===== config.mk =====
export PLATFORM = sky130hd
export DESIGN_NAME = pl_run_controller
export DESIGN_NICKNAME = d
export VERILOG_FILES = /design/src/rtl/pl_run_controller.sv
export SDC_FILE = /design/constraint.sdc
export NUM_CORES = 1
export LEC_CHECK = 0
export ABC_CLOCK_PERIOD_IN_PS = 2550
export CAP_MARGIN = 10
export CORE_UTILIZATION = 35
export DETAILED_ROUTE_END_ITERATION = 6
export DONT_BUFFER_PORTS = 1
export PLACE_DENSITY = 0.52
export SLEW_MARGIN = 0
export SYNTH_ARGS = -nofsm -noshare
export SYNTH_HDL_FRONTEND = slang
export SYNTH_SLANG_ARGS = --single-unit

===== constraint.sdc =====
create_clock -name input_clk -period 2.55 [get_ports input_clk]
set_input_delay 0.3825 -clock input_clk [delete_from_list [all_inputs] [get_ports input_clk]]
set_output_delay 0.3825 -clock input_clk [all_outputs]
set_load 0.005 [all_outputs]

===== src/rtl/pl_run_controller.sv =====
// Purpose : sequences one program run of the pipeline CPU (reset, run, drain) and counts run statistics.
// Latency : every output comes straight from a flop or from the registered state; inputs act on the next clock edge.
// Backpress: none; start is ignored outside IDLE/DONE, and abort ends the run from RST, RUN or DRAIN.
//
// Ports
//   input_clk                 single clock, rising edge
//   rst                       asynchronous active-low reset
//   start                     begin or restart a run (IDLE/DONE only)
//   abort                     cancel the run and return to IDLE
//   hlt_retired               hlt reached writeback; ends RUN
//   stall                     stall bubble inserted this cycle
//   branch_valid/branch_miss  branch resolved / mispredicted (miss qualified by valid)
//   cpu_rst, cpu_clk_en       pipeline reset (active high) and clock enable
//   cycles_consumed, StallCount, BranchPredictionCount, BranchPredictionMissCount
//                             saturating 32-bit run statistics
//   done, timeout             run finished; run ended by cycle budget instead of hlt
//   state                     IDLE=0 RST=1 RUN=2 DRAIN=3 DONE=4
module pl_run_controller #(
   parameter int RESET_CYCLES = 4,
   parameter int MAX_CLOCKS   = 100000,
   parameter int DRAIN_CYCLES = 4
) (
   input  logic        input_clk,
   input  logic        rst,
   input  logic        start,
   input  logic        abort,
   input  logic        hlt_retired,
   input  logic        stall,
   input  logic        branch_valid,
   input  logic        branch_miss,
   output logic        cpu_rst,
   output logic        cpu_clk_en,
   output logic [31:0] cycles_consumed,
   output logic [31:0] StallCount,
   output logic [31:0] BranchPredictionCount,
   output logic [31:0] BranchPredictionMissCount,
   output logic        done,
   output logic        timeout,
   output logic [2:0]  state
);

   typedef enum logic [2:0] {
      S_IDLE  = 3'd0,
      S_RST   = 3'd1,
      S_RUN   = 3'd2,
      S_DRAIN = 3'd3,
      S_DONE  = 3'd4
   } state_e;

   // Last value of the shared sub-counter in RST/DRAIN, and the cycle count
   // at which a non-halting RUN cycle exhausts the budget.
   localparam logic [31:0] RST_LAST   = 32'(RESET_CYCLES - 1);
   localparam logic [31:0] DRAIN_LAST = 32'(DRAIN_CYCLES - 1);
   localparam logic [31:0] TMO_AT     = 32'(MAX_CLOCKS - 1);

   state_e      state_q, state_d;
   logic [31:0] sub_q, sub_d;
   logic [31:0] cyc_q, cyc_d;
   logic [31:0] stl_q, stl_d;
   logic [31:0] br_q, br_d;
   logic [31:0] miss_q, miss_d;
   logic        tmo_q, tmo_d;

   function automatic logic [31:0] sat_inc(input logic [31:0] v);
      return (v == 32'hFFFF_FFFF) ? v : v + 32'd1;
   endfunction

   always_comb begin
      state_d = state_q;
      sub_d   = sub_q;
      cyc_d   = cyc_q;
      stl_d   = stl_q;
      br_d    = br_q;
      miss_d  = miss_q;
      tmo_d   = tmo_q;
      unique case (state_q)
         S_IDLE, S_DONE: begin
            if (start) begin
               state_d = S_RST;
               sub_d   = '0;
               cyc_d   = '0;
               stl_d   = '0;
               br_d    = '0;
               miss_d  = '0;
               tmo_d   = 1'b0;
            end
         end
         S_RST: begin
            if (abort) begin
               state_d = S_IDLE;
               sub_d   = '0;
            end else if (sub_q == RST_LAST) begin
               state_d = S_RUN;
               sub_d   = '0;
            end else begin
               sub_d = sub_q + 32'd1;
            end
         end
         S_RUN: begin
            // abort discards this cycle entirely: no events are counted.
            if (abort) begin
               state_d = S_IDLE;
               sub_d   = '0;
            end else begin
               if (stall)                       stl_d  = sat_inc(stl_q);
               if (branch_valid)                br_d   = sat_inc(br_q);
               if (branch_valid && branch_miss) miss_d = sat_inc(miss_q);
               if (hlt_retired) begin
                  // The hlt cycle itself is not a consumed cycle, and hlt
                  // beats a coincident budget expiry.
                  state_d = S_DRAIN;
                  sub_d   = '0;
               end else begin
                  cyc_d = sat_inc(cyc_q);
                  if (cyc_q == TMO_AT) begin
                     tmo_d   = 1'b1;
                     state_d = S_DRAIN;
                     sub_d   = '0;
                  end
               end
            end
         end
         S_DRAIN: begin
            if (abort) begin
               state_d = S_IDLE;
               sub_d   = '0;
            end else if (sub_q == DRAIN_LAST) begin
               state_d = S_DONE;
               sub_d   = '0;
            end else begin
               sub_d = sub_q + 32'd1;
            end
         end
         default: begin
            state_d = S_IDLE;
            sub_d   = '0;
         end
      endcase
   end

   always_ff @(posedge input_clk or negedge rst) begin
      if (!rst) begin
         state_q <= S_IDLE;
         sub_q   <= '0;
         cyc_q   <= '0;
         stl_q   <= '0;
         br_q    <= '0;
         miss_q  <= '0;
         tmo_q   <= 1'b0;
      end else begin
         state_q <= state_d;
         sub_q   <= sub_d;
         cyc_q   <= cyc_d;
         stl_q   <= stl_d;
         br_q    <= br_d;
         miss_q  <= miss_d;
         tmo_q   <= tmo_d;
      end
   end

   // Pipeline controls are pure decodes of the state register; any
   // unexpected encoding holds the CPU in reset with its clock stopped.
   assign cpu_rst    = !((state_q == S_RUN) || (state_q == S_DRAIN) || (state_q == S_DONE));
   assign cpu_clk_en = (state_q == S_RST) || (state_q == S_RUN) || (state_q == S_DRAIN);
   assign done       = (state_q == S_DONE);
   assign timeout    = tmo_q;
   assign state      = state_q;

   assign cycles_consumed           = cyc_q;
   assign StallCount                = stl_q;
   assign BranchPredictionCount     = br_q;
   assign BranchPredictionMissCount = miss_q;

endmodule


==> results.yml <==
timing:
  drv_slew: 0
  worstMarginPinSlew_ns: 0.763
  layout_setup_ws_ns: 0.194
  maxSlewHeadroom: 0.490
  fin_crit_ns: 2.36
  tns_ns: 0
  final_hold_viol_count: 164
  fin_crit_sh: 0.924
  finClkSkew_ns: 0.0116
  clock.fmax_mhz: 424
  rsz0062_at_grt: "false"
  setup_viol: 0
  fin_hold_ws_ns: -0.351
synth:
  syn-instance-count: 1132
  avgSynthCellArea_sq_um: 8.69
  yosysSeqAreaShare: 0.417
  synthesis.area_sq_mm: 0.00984
  ys_warn_count: 0
  synthFlopType: "dfrtp_1"
  ys_ff_latch: 164
  yosysMostFrequentCell: "dfrtp_1"
  synth_top_cells_by_count: "dfrtp_1, o21ai_0, nand3_1, nand2_1, nand4_1"
  synth_edf_count: 0
  yosysTopAreaCellShare: 0.417
  synthTopCellsByArea: "dfrtp_1, o21ai_0, nand3_1"
  synth.largest_area_cell: "dfrtp_1"
  syn_nets: 1145
  synthArstFlopShare: 1.00
  yosysUniqueCellTypes: 73
place:
  post-dp-hpwl_mm: 21.3
  gp_congestion: 0.811
  dpl_worst_slack_ns: 0.211
  io_buffers: 0
die:
  die_x_um: 170
  die_y_um: 170
  die-area_sq_mm: 0.0288
  core.rowCount: 61
  start_util: 0.355
  num_io_pins: 143
  fp.coreArea_sq_mm: 0.0277
routing:
  ant_nets: 0
  drtIter0Drc: 850
  detail_route.vias_per_cell: 6.05
  drt_pass1_iterations: 5
  route.detailed.drc: 0
  drt_wl_total_mm: 31.4
  via_count: 9609
  wl_per_cell_um: 19.8
clock_network:
  clock_latency_ns: 0.44
  post_cts_buffers: 0
  clkTransAtPathRegs_ns: 0.07
  cts.htree.levels: 4
  cts-root-buf: "clkbuf_16"
  cts_buffers: 17
  numClockSinks: 164
  cts_tree: "built"
  clk_path_buf_depth: 2
global_routing:
  use_met3: 0.0525
  grt_usage: 0.221
  antenna_found_initial: 1
  grt_pass1_wl_mm: 50.6
  met2_usage: 0.335
  grt_start_max_net_pins: 165
  use_met1: 0.311
  grt-ovfl-total: 0
  grt_pass1_vias: 9072
  grt.busiest_layer: "met2"
run_status:
  status: "finished with violations"
  violations: "hold timing"
layout:
  area_growth_pct: 17.3
  layout-drive-gt1-share: 0.139
  final_nets: 1209
  antennaDiodeCount: 0
  n_fill_cell: 2737
worst_setup_path:
  worst_ep_arrival_time_ns: 2.71
  start_kind: "flop"
  cp-end-kind: "flop"
  timing_worst_setup_path_type: "reg2reg"
  crit_start: "state[1]$_DFFE_PN0P_"
  crit_fanout: 10
  required_ns: 2.91
  r2r_start: "state[1]$_DFFE_PN0P_"
power_and_ir_drop:
  peakVddDrop_v: 0.000399
  power.density_mw_per_mm2: 551
  p_leak_uw: 0.00475
flow_run:
  cap_violations: 0
min_path:
  holdCritPathClass: "in2async"
==> per-layer routing <==
metal	wire [um]	up-vias
li1	-	4566
met1	14800	4739
met2	14100	270
met3	2030	34
met4	478	0
met5	0	-
==> path summary, 6_finish.rpt <==
kind,slack (ns),to,cells after the start
setup / recovery,0.19,BranchPredictionMissCount[24]$_DFFE_PN0P_,6
min in group input_clk,0.03,state[1]$_DFFE_PN0P_,1
max in group asynchronous,2.52,cycles_consumed[3]$_DFFE_PN0P_,0
hold reg to reg,0.53,StallCount[29]$_DFFE_PN0P_,1
setup reg to reg,0.19,BranchPredictionMissCount[24]$_DFFE_PN0P_,6
hold / removal,-0.35,sub_q[19]$_DFFE_PN0P_,0
==> through the flow <==
| step | total power, uW | instance area (sq um) | util | cells | hold WS [ns] |
|---|---|---|---|---|---|
| global placement | 3700 | 10900 | 0.394 | 1555 | 0.104 |
| floorplan | 3320 | 9840 | - | 1132 | 0.0869 |
| finish | 6360 | 11500 | 0.417 | 1587 | -0.351 |
| detailed placement | 3700 | 10900 | 0.394 | 1555 | 0.106 |
| CTS | 6430 | 11500 | 0.416 | 1587 | -0.368 |
| global route | 6620 | 11500 | 0.417 | 1587 | -0.381 |
==> what timing repair did <==
item                                    CTS  global route
endpoints found under the setup margin    0             4
resized for setup                         0             2
hold endpoints to repair                164           164
==> flip-flops by register name (all words and copies together) (netlist names) <==
name and cells:
BranchPredictionMissCount 32, timeout 1, sub_q 32, BranchPredictionCount 32, StallCount 32, state 3, cycles_consumed 32
==> cell type report <==
cell class,count,area (sq um),area share
multi-input cells,881,5400,0.468
clock inverters,10,119,0.0103
well taps,378,473,0.0410
inverters,22,82.6,0.00715
repair buffers,110,876,0.0758
flip-flops and latches,164,4100,0.355
clock buffers,22,494,0.0428
==> critical path: stages, from the launching register on <==
cell	delay [ns]
dfrtp_1	0.49
nor4b_4	0.19
buf_4	0.19
and3_1	0.20
nor2_1	0.58
or2_0	0.42
a2bb2oi_1	0.22
==> layout by cell type, fill, tap and decap left out, types with 3 or more instances in the layout <==
cell type / netlist / layout
a211o_1: 7 / 7
a211oi_1: 8 / 8
a21o_1: 14 / 14
a21oi_1: 59 / 58
a221o_1: 4 / 4
a22o_1: 4 / 4
a22oi_1: 4 / 4
a31oi_1: 39 / 39
a41oi_1: 8 / 8
and2_1: 13 / 13
and3_1: 28 / 28
and4_1: 16 / 16
buf_12: 0 / 4
buf_4: 2 / 106
clkbuf_16: 0 / 17
clkbuf_8: 0 / 5
clkinvlp_4: 0 / 3
dfrtp_1: 164 / 164
ha_1: 5 / 5
inv_1: 22 / 22
mux2i_1: 16 / 16
nand2_1: 83 / 83
nand2b_1: 4 / 4
nand3_1: 102 / 102
nand4_1: 71 / 71
nor2_1: 54 / 54
nor3_1: 31 / 30
nor3_2: 2 / 3
nor4_1: 23 / 23
nor4b_1: 4 / 4
o211ai_1: 9 / 9
o21ai_0: 108 / 108
o22ai_1: 4 / 4
o311ai_0: 6 / 6
o31ai_1: 41 / 41
o41ai_1: 9 / 9
or3_1: 33 / 33
or4_1: 25 / 25
xnor2_1: 3 / 3
==> cell families after synthesis <==
logic type / Yosys count / synth area share
simple gates: 512 / 0.295
compound gates: 343 / 0.224
flops: 164 / 0.417
buf+inv: 87 / 0.0370
mux: 16 / 0.0163
xor+xnor: 5 / 0.00445
fa+ha+maj: 5 / 0.00636
==> power breakdown <==
group          total (uW)  internal, uW  switching, uW
combinational         944           308            637
clock                2720          1580           1140
sequential           2700          2640           59.7
Power figures use the tool's default switching activity.
